[src/rtl/hd_harness_pkg.sv]
// hd_harness_pkg
// Shared definitions for the hd_harness_seq sequencer.
//   hd_state_e      : sequencer states (IDLE, START, WAIT, DRAIN, HOLD)
//   hd_cnt_width    : width of the shared WAIT/DRAIN counter
//   hd_params_legal : parameter legality check, evaluated at elaboration
package hd_harness_pkg;

    typedef enum logic [2:0] {
        IDLE  = 3'd0,
        START = 3'd1,
        WAIT  = 3'd2,
        DRAIN = 3'd3,
        HOLD  = 3'd4
    } hd_state_e;

    // One extra bit above clog2 so the terminal values of both the timeout
    // window and the lane hold window are always representable.
    function automatic int hd_cnt_width(input int timeout, input int hold);
        int biggest;
        biggest = (timeout > hold) ? timeout : hold;
        return $clog2(biggest) + 1;
    endfunction

    // The lane slicing and output grouping only make sense when the result
    // splits exactly into lanes and the lanes split exactly into output pins.
    function automatic bit hd_params_legal(input int data_w, input int num_ch,
                                           input int lane_w, input int out_w,
                                           input int timeout, input int hold);
        bit ok;
        ok = 1'b1;
        if (data_w != num_ch * lane_w) ok = 1'b0;
        if (out_w < 1)                 ok = 1'b0;
        else if (num_ch % out_w != 0)  ok = 1'b0;
        if (timeout < 2)               ok = 1'b0;
        if (hold < 1)                  ok = 1'b0;
        return ok;
    endfunction

endpackage

[src/rtl/hd_lane_reduce.sv]
// hd_lane_reduce
// Folds the per-lane result bits down onto the design output pins and
// registers them. Pin j is the AND of lane group j (lowest lanes on pin 0);
// the top pin is additionally qualified with done_i.
//   clk_i      : clock
//   rst_n_i    : asynchronous active-low reset
//   lane_res_i : per-lane result bits, NUM_CH wide
//   done_i     : run completed without timeout
//   reduced_o  : registered reduced output, OUT_W wide
module hd_lane_reduce #(
    parameter int NUM_CH = 16,
    parameter int OUT_W  = 8
) (
    input  logic              clk_i,
    input  logic              rst_n_i,
    input  logic [NUM_CH-1:0] lane_res_i,
    input  logic              done_i,
    output logic [OUT_W-1:0]  reduced_o
);

    localparam int G = NUM_CH / OUT_W;

    logic [OUT_W-1:0] grouped;
    logic [OUT_W-1:0] reduce_d;
    logic [OUT_W-1:0] reduce_q;

    // Each output pin is the AND of its own contiguous lane group.
    for (genvar j = 0; j < OUT_W; j++) begin : g_group
        assign grouped[j] = &lane_res_i[j*G +: G];
    end

    // The top pin only reports success once the run has actually finished
    // cleanly, so a timed-out or in-flight run can never look like a pass.
    always_comb begin
        reduce_d            = grouped;
        reduce_d[OUT_W-1]   = grouped[OUT_W-1] & done_i;
    end

    // Output register, updated every cycle regardless of sequencer state.
    always_ff @(posedge clk_i or negedge rst_n_i) begin
        if (!rst_n_i) begin
            reduce_q <= '0;
        end else begin
            reduce_q <= reduce_d;
        end
    end

    assign reduced_o = reduce_q;

endmodule

[src/rtl/hd_harness_seq.sv]
// hd_harness_seq
// Test-harness sequencer: turns the user trigger into a start/finish
// handshake with one compute core, latches its result, fans the result out
// to NUM_CH lane consumers for LANE_HOLD cycles and folds the lane results
// back onto OUT_W registered output pins.
//   clk_o              : clock
//   rst_o              : asynchronous active-low reset
//   userInput_o        : user trigger bits (all ones = trigger)
//   core_start_o       : start request to core, held while waitrequest
//   core_waitrequest_i : core cannot accept start yet
//   core_finish_i      : one-cycle completion pulse, result valid with it
//   core_result_i      : core result
//   lane_data_o        : latched result, lane k = bits [k*LANE_W +: LANE_W]
//   lane_en_o          : all-ones while lanes are being driven
//   lane_res_i         : per-lane result bits
//   designOutput_i     : registered reduced lane results
//   busy_o             : sequencer not idle
//   timeout_o          : sticky, last run aborted on timeout
module hd_harness_seq
    import hd_harness_pkg::*;
#(
    parameter int DATA_W    = 32,
    parameter int NUM_CH    = 16,
    parameter int LANE_W    = 2,
    parameter int IN_W      = 8,
    parameter int OUT_W     = 8,
    parameter int TIMEOUT   = 1024,
    parameter int LANE_HOLD = 4,
    parameter int TRIG_MODE = 0
) (
    input  logic              clk_o,
    input  logic              rst_o,
    input  logic [IN_W-1:0]   userInput_o,
    output logic              core_start_o,
    input  logic              core_waitrequest_i,
    input  logic              core_finish_i,
    input  logic [DATA_W-1:0] core_result_i,
    output logic [DATA_W-1:0] lane_data_o,
    output logic [NUM_CH-1:0] lane_en_o,
    input  logic [NUM_CH-1:0] lane_res_i,
    output logic [OUT_W-1:0]  designOutput_i,
    output logic              busy_o,
    output logic              timeout_o
);

    if (!hd_params_legal(DATA_W, NUM_CH, LANE_W, OUT_W, TIMEOUT, LANE_HOLD))
    begin : g_param_error
        $error("hd_harness_seq: illegal parameter combination");
    end

    localparam int               CNT_W      = hd_cnt_width(TIMEOUT, LANE_HOLD);
    localparam logic [CNT_W-1:0] CNT_MAX    = '1;
    localparam logic [CNT_W-1:0] WAIT_LAST  = CNT_W'(TIMEOUT - 1);
    localparam logic [CNT_W-1:0] DRAIN_LAST = CNT_W'(LANE_HOLD - 1);

    hd_state_e         state_q, state_d;
    logic [CNT_W-1:0]  cnt_q, cnt_d;
    logic [DATA_W-1:0] result_q, result_d;
    logic              timeout_q, timeout_d;
    logic              prev_q;

    logic              allOnes;
    logic              trig;
    logic [CNT_W-1:0]  cntInc;
    logic              done;

    // Edge mode compares against last cycle's AND so a held input only
    // fires once; level mode fires whenever the input is all ones.
    assign allOnes = &userInput_o;
    assign trig    = (TRIG_MODE != 0) ? (allOnes & ~prev_q) : allOnes;

    // The counter saturates rather than wrapping so a stuck count can never
    // alias back onto a terminal value.
    assign cntInc  = (cnt_q == CNT_MAX) ? cnt_q : cnt_q + CNT_W'(1);

    // State register plus the datapath registers that move with it. Reset
    // abandons any run in flight and clears everything, including the
    // trigger history.
    always_ff @(posedge clk_o or negedge rst_o) begin
        if (!rst_o) begin
            state_q   <= IDLE;
            cnt_q     <= '0;
            result_q  <= '0;
            timeout_q <= 1'b0;
            prev_q    <= 1'b0;
        end else begin
            state_q   <= state_d;
            cnt_q     <= cnt_d;
            result_q  <= result_d;
            timeout_q <= timeout_d;
            prev_q    <= allOnes;
        end
    end

    // Next-state logic. The counter is shared: it times the WAIT window,
    // then is cleared and reused to time the DRAIN window. A finish pulse
    // takes priority over the terminal count in the same cycle.
    always_comb begin
        state_d   = state_q;
        cnt_d     = cntInc;
        result_d  = result_q;
        timeout_d = timeout_q;
        case (state_q)
            IDLE: begin
                cnt_d = '0;
                if (trig) begin
                    state_d   = START;
                    timeout_d = 1'b0;
                end
            end
            START: begin
                cnt_d = '0;
                if (!core_waitrequest_i) begin
                    state_d = WAIT;
                end
            end
            WAIT: begin
                if (core_finish_i) begin
                    result_d = core_result_i;
                    state_d  = DRAIN;
                    cnt_d    = '0;
                end else if (cnt_q == WAIT_LAST) begin
                    result_d  = '0;
                    timeout_d = 1'b1;
                    state_d   = DRAIN;
                    cnt_d     = '0;
                end
            end
            DRAIN: begin
                if (cnt_q == DRAIN_LAST) begin
                    state_d = HOLD;
                    cnt_d   = '0;
                end
            end
            HOLD: begin
                cnt_d = '0;
                // Level mode waits for the user to let go, otherwise a held
                // input would immediately start another run.
                if ((TRIG_MODE != 0) || !allOnes) begin
                    state_d = IDLE;
                end
            end
            default: begin
                state_d = IDLE;
                cnt_d   = '0;
            end
        endcase
    end

    // Outputs decoded from the current state. The lane data simply shows
    // the result register, which only changes on entry to DRAIN, so it
    // naturally holds the last result between runs.
    always_comb begin
        core_start_o = 1'b0;
        lane_en_o    = '0;
        busy_o       = 1'b1;
        done         = 1'b0;
        case (state_q)
            IDLE:    busy_o       = 1'b0;
            START:   core_start_o = 1'b1;
            DRAIN: begin
                lane_en_o = '1;
                done      = ~timeout_q;
            end
            HOLD:    done         = ~timeout_q;
            default: ;
        endcase
    end

    assign lane_data_o = result_q;
    assign timeout_o   = timeout_q;

    hd_lane_reduce #(
        .NUM_CH (NUM_CH),
        .OUT_W  (OUT_W)
    ) u_lane_reduce (
        .clk_i      (clk_o),
        .rst_n_i    (rst_o),
        .lane_res_i (lane_res_i),
        .done_i     (done),
        .reduced_o  (designOutput_i)
    );

endmodule

[config.mk]
export PLATFORM = sky130hd
export DESIGN_NAME = hd_harness_seq
export DESIGN_NICKNAME = d
export VERILOG_FILES = /design/src/rtl/hd_harness_pkg.sv /design/src/rtl/hd_lane_reduce.sv /design/src/rtl/hd_harness_seq.sv
export SDC_FILE = /design/constraint.sdc
export NUM_CORES = 1
export LEC_CHECK = 0
export ABC_AREA = 1
export CAP_MARGIN = 40
export CORE_MARGIN = 2
export CORE_UTILIZATION = 42
export CTS_CLUSTER_SIZE = 28
export DETAILED_ROUTE_END_ITERATION = 8
export PLACE_DENSITY = 0.79
export SLEW_MARGIN = 20
export SYNTH_ARGS = -nofsm -noshare
export SYNTH_HDL_FRONTEND = slang
export SYNTH_SLANG_ARGS = --single-unit
export TNS_END_PERCENT = 100
[constraint.sdc]
create_clock -name clk_o -period 2 [get_ports clk_o]
set_input_delay 0.2 -clock clk_o [delete_from_list [all_inputs] [get_ports clk_o]]
set_output_delay 0.2 -clock clk_o [all_outputs]
set_load 0.005 [all_outputs]
==> results of run 1 <==
## worst max-delay path, stage by stage, from the launching register on
cell and delay [ns]:
dfrtp_1 0.47, nor3_1 0.36, clkdlybuf4s50_1 0.58
## metrics by stage
stage	setup slack [ns]	instance area [um^2]
after global routing	0.0164	3980
final	0.0842	3980
after detailed placement	0.228	3840
after CTS	0.0970	3980
after global placement	0.289	3840
after floorplan	0.412	2710
## cells in the final DEF, fill, tap and decap left out, types with 2 or more instances in the layout
master / instances
xnor2_1: 3
nand2_2: 6
o21ai_2: 2
nor2_2: 3
nand2_1: 77
nor3_4: 2
clkbuf_8: 5
inv_2: 2
xor2_1: 2
buf_4: 8
nand4_1: 2
nor2_4: 3
nor2_1: 13
nand3_1: 74
nand3_2: 3
clkdlybuf4s50_1: 117
nor3_1: 3
a21oi_2: 2
dfrtp_1: 55
inv_1: 24
## cells by family after synthesis
group | Yosys count
simple gates | 189
buf+inv | 57
flops | 55
compound gates | 8
xor+xnor | 5
fa+ha+maj | 1
## per-layer routing
layer  share of wire (%)  track usage, %  wire (um)  vias up
li1                    -               -          -     1205
met1                  40            23.6       2650     1174
met2                  53            33.6       3470       79
met3                 6.5            5.21        431        6
met4                0.70            3.23         46        0
met5                   0               0          0        -
## power groups by stage
stage          clock, mW  combinational, mW  sequential [mW]
3_3_place_gp           0              0.182             1.14
2_1_floorplan          0             0.0188             1.14
6_report           0.736              0.182             1.12
3_5_place_dp           0              0.183             1.14
4_1_cts            0.758              0.185             1.12
5_1_grt            0.807              0.201             1.12
## flip-flops by register name (all words and copies together), names as in the netlist
signal	cells
state_q	3
lane_data_o	32
u_lane_reduce.reduced_o	8
cnt_q	11
timeout_o	1
## timing repair
action	CTS	global route
endpoints found under the hold margin	21	0
endpoints found under the setup margin	16	0
buffers inserted	1	0
hold buffers	1	0
## final cells by class
| class | count | area, um^2 |
|---|---|---|
| fill | 513 | 2300 |
| sequential | 55 | 1380 |
| timing repair buffer | 128 | 1270 |
| multi-input combinational | 203 | 1030 |
| inverter | 27 | 104 |
| tap | 77 | 96.3 |
| clock buffer | 6 | 72.6 |
| clock inverter | 2 | 38.8 |
## worst max path at each step
stage               start            end  slack [ns]  cells after the start
6_report       state_q[2]   core_start_o        0.08                      2
4_1_cts        state_q[2]   core_start_o         0.1                      2
3_3_place_gp   state_q[2]  lane_en_o[12]        0.29                      2
5_1_grt        state_q[0]         busy_o        0.02                      5
3_5_place_dp   state_q[2]   lane_en_o[5]        0.23                      2
2_1_floorplan  state_q[2]     state_q[0]        0.41                      6
==> impl_metrics.json, run 1 <==
{
  "finalCriticalPeriod_ns": 1.92,
  "dp.cells": 488,
  "dieArea_um2": 7100,
  "cts_tree": "yes",
  "reg2reg_slack_ns": 0.36,
  "rsz0062_at_grt": "no",
  "port_buffers": 118,
  "cts_max_level": 2,
  "synth-edff-count": 0,
  "cts.reportedPaths.clkPinSlew_ns": 0.10,
  "hold_viol": 0,
  "synth_top_cell_by_area": "dfrtp_1",
  "max-cap-violations": 0,
  "slew_headroom_pct": 66.2,
  "fmax_mhz": 522,
  "cts.path.max_buffers": 2,
  "synthXorXnorAreaFrac_pct": 1.62,
  "die_y_um": 84.3,
  "syn_to_final_growth_pct": 47.1,
  "synthAdderAreaFrac_pct": 0.462,
  "nets": 481,
  "wl_per_cell_um": 13.3,
  "finClkSkew_ns": 0.00539,
  "seq_power_share_pct": 55.0,
  "synth_commonest_cells": "77 x nand2_1, 74 x nand3_1, 55 x dfrtp_1",
  "cp_max_fo": 5,
  "synthMuxAreaShare_pct": 0,
  "arrival_ns": 1.72,
  "core_um2": 6280,
  "hold_path_class": "input port to async pin",
  "grt_pass1_vias": 2398,
  "drtPass1Iterations": 4,
  "p_switching_mw": 0.420,
  "row_count": 29,
  "status": "completed",
  "maxSlewViolCount": 0,
  "synth.distinct_cells": 30,
  "criticalPathCategory": "flop to output pin",
  "grt_max_degree": 34,
  "grt_overflow": 0,
  "yosys-top-cells-area": "dfrtp_1 51%, nand3_1 14%, nand2_1 11%, buf_4 5.3%, inv_1 3.3%",
  "fin_cells": 498,
  "synth_warnings": 0,
  "grt_pass1_wl_um": 11100,
  "worstSetupStartpointType": "flop",
  "reg2reg_from": "cnt_q[1]",
  "synth_compound_area_share_pct": 2.13,
  "cts_made_buffers": 5,
  "utilization_pct": 63.4,
  "reg2reg_depth": 9,
  "initial_core_util_pct": 43.1,
  "yosys.area_share.simple_pct": 33.7,
  "synth_nets": 376,
  "p_per_area_nw_per_um2": 512,
  "die_w_um": 84.3,
  "ys.flop_type": "dfrtp_1",
  "synth_top_family_by_area": "simple AND/OR/NAND/NOR gates",
  "synthesis.area_um2": 2710,
  "ant_nets": 0,
  "combPwrFrac_pct": 8.9,
  "clkLatencyLatePin_ns": 0.31,
  "drive_above_1_share_pct": 10.2,
  "synth_most_common_cell": "nand2_1",
  "gp_congestion": 0.803,
  "num_antenna_cells": 0,
  "via_count": 2464,
  "drt_wl_total_um": 6600,
  "ios": 119,
  "synth-seq-cells": 55,
  "tns_ns": 0,
  "yosysSeqAreaShare_pct": 50.9,
  "whs_ns": 0.385,
  "worstPathRequired_ns": 1.80,
  "drc": 0,
  "r2r-end": "timeout_o",
  "via_per_inst": 4.95,
  "fin_crit_sh_pct": 95.8,
  "numClockSinks": 55,
  "setup_violations": 0,
  "hpwl_um": 4870,
  "cts_resized": 0,
  "synth_top_area_share_pct": 50.9,
  "sw_frac_of_total_pct": 20.6,
  "drt_iter0_markers": 108,
  "worstSetupEndpointType": "output pin",
  "p_total_mw": 2.04,
  "cts_root_buf": "clkbuf_8",
  "p_leak_nw": 1.98,
  "grt_antenna_before_repair": 0,
  "avgSynthCellArea_um2": 8.59,
  "async_flop_share_pct": 100,
  "peakVddDrop_mv": 0.521,
  "netlist_instances": 315,
  "track_usage_pct": 19.0,
  "intPower_mw": 1.62,
  "clock_power_share_pct": 36.1,
  "tightestPinTransition_ns": 0.506
}
Power figures use the tool's default switching activity.
==> inputs of run 2 (changes only) <==
- CTS_CLUSTER_SIZE: 28 -> not set
- RECOVER_POWER: not set -> 50
- SLEW_MARGIN: 20 -> 5
==> run 2 against run 1 <==
- clock power about the same
- global-route usage unchanged
- combinational power shrank 4%
- non-clock buffer count is the same
- setup slack better by 0.0081 ns
- final cell count stayed put
- critical path depth unchanged
- routed wire length stayed put
- flip-flop and latch count stayed put
- critical path type unchanged
- largest cell class unchanged
==> impl_metrics.json, run 2 (same netlist as run 1, synthesis figures left out) <==
{
  "die_y_um": 84.3,
  "core_um2": 6280,
  "nets": 481,
  "worstPathRequired_ns": 1.80,
  "clkLatencyLatePin_ns": 0.31,
  "status": "completed",
  "finalCriticalPeriod_ns": 1.91,
  "cts_root_buf": "clkbuf_8",
  "fmax_mhz": 524,
  "grt_overflow": 0,
  "drc": 0,
  "hold_viol": 0,
  "finClkSkew_ns": 0.00524,
  "arrival_ns": 1.71,
  "dieArea_um2": 7100,
  "track_usage_pct": 19.0,
  "criticalPathCategory": "flop to output pin",
  "grt_pass1_wl_um": 11100,
  "gp_congestion": 0.803,
  "p_total_mw": 2.03,
  "fin_crit_sh_pct": 95.4,
  "maxSlewViolCount": 0,
  "max-cap-violations": 0,
  "cts_max_level": 2,
  "largest_reg_flops": 32,
  "setup_violations": 0,
  "final_common_cell": "clkdlybuf4s50_1",
  "cts_resized": 0,
  "r2r-end": "state_q[1]",
  "p_leak_nw": 2.03,
  "drtPass1Iterations": 4,
  "reg2reg_from": "state_q[2]",
  "rsz0062_at_grt": "no",
  "layout_common_cells": "90 x clkdlybuf4s50_1, 77 x nand2_1, 74 x nand3_1",
  "numClockSinks": 55,
  "reg2reg_depth": 5,
  "peakVddDrop_mv": 0.519,
  "via_per_inst": 4.95,
  "worstSetupStartpointType": "flop",
  "slew_headroom_pct": 19.9,
  "cp_max_fo": 5,
  "p_per_area_nw_per_um2": 512,
  "drt_iter0_markers": 98,
  "via_count": 2467,
  "cts_made_buffers": 5,
  "drive_above_1_share_pct": 9.74,
  "cts_tree": "yes",
  "num_antenna_cells": 0,
  "cts.path.max_buffers": 2,
  "grt_pass1_vias": 2398,
  "drt_wl_total_um": 6600,
  "ant_nets": 0,
  "worstSetupEndpointType": "output pin",
  "min_to": "u_lane_reduce.reduced_o[1]",
  "port_buffers": 118,
  "grt_antenna_before_repair": 0,
  "wl_per_cell_um": 13.3,
  "die_w_um": 84.3,
  "reg2reg_slack_ns": 0.20,
  "ios": 119,
  "hpwl_um": 4870,
  "row_count": 29,
  "grt_max_degree": 34,
  "hold_path_class": "input port to flop",
  "worstHoldPathCells": 3,
  "initial_core_util_pct": 43.1,
  "syn_to_final_growth_pct": 46.7,
  "cts.reportedPaths.clkPinSlew_ns": 0.10,
  "tns_ns": 0,
  "hold_start": "lane_res_i[3]",
  "tightestPinTransition_ns": 1.20
}
[run 2: changes by cell type in the layout (fill, tap and decap cells not counted)]
cell,delta
dlygate4sd3_1,+27
buf_4,-3
buf_2,+1
clkdlybuf4s50_1,-27
clkbuf_1,+2
[run 2: metrics by stage]
stage | instances | utilization [%] | worst slack (ns) | instance area [um^2] | hold slack (ns)
6_report | 498 | 63.3 | 0.0923 | 3970 | 0.396
5_1_grt | 498 | 63.3 | 0.0164 | 3970 | 0.397
4_1_cts | 498 | 63.4 | 0.0970 | 3980 | 0.382
3_5_place_dp | 488 | 61.2 | 0.228 | 3840 | 0.188
3_3_place_gp | 488 | 61.2 | 0.289 | 3840 | 0.184
2_1_floorplan | 315 | - | 0.412 | 2710 | -0.0956
[run 2: report_power, final]
group	internal, mW	switching (mW)
Sequential	1.12	0.00166
Combinational	0.114	0.0607
Clock	0.379	0.357
[run 2: cell type report]
| type | instances | area, um^2 |
|---|---|---|
| Timing Repair Buffer | 128 | 1260 |
| Clock inverter | 2 | 38.8 |
| Multi-Input combinational cell | 203 | 1030 |
| Fill cell | 514 | 2310 |
| Sequential cell | 55 | 1380 |
| Tap cell | 77 | 96.3 |
| Clock buffer | 6 | 72.6 |
| Inverter | 27 | 104 |
[run 2: routing by layer]
metal / wire length [um] / GRT usage (%) / up-vias
met5: 0 / 0 / -
met4: 46 / 3.23 / 0
met2: 3490 / 33.6 / 87
met3: 448 / 5.21 / 6
li1: - / - / 1205
met1: 2620 / 23.6 / 1169
[run 2: worst max path at each step]
stage | from | end | depth (start not counted)
global placement | state_q[2] | lane_en_o[12] | 2
finish | state_q[2] | core_start_o | 2
detailed placement | state_q[2] | lane_en_o[5] | 2
global route | rst_o | lane_data_o[25] | 3
CTS | state_q[2] | core_start_o | 2
floorplan | state_q[2] | state_q[0] | 6
[run 2: repair_timing]
item / 4_1_cts / 5_1_grt
setup endpoints to repair: 16 / 0
hold buffers: 1 / 0
hold endpoints to repair: 21 / 0
setup buffers: 1 / 0
[run 2: worst max-delay path, cell delays in order, from the launching register on]
cell and delay (ns):
dfrtp_1 0.47, nor3_1 0.35, clkdlybuf4s50_1 0.58
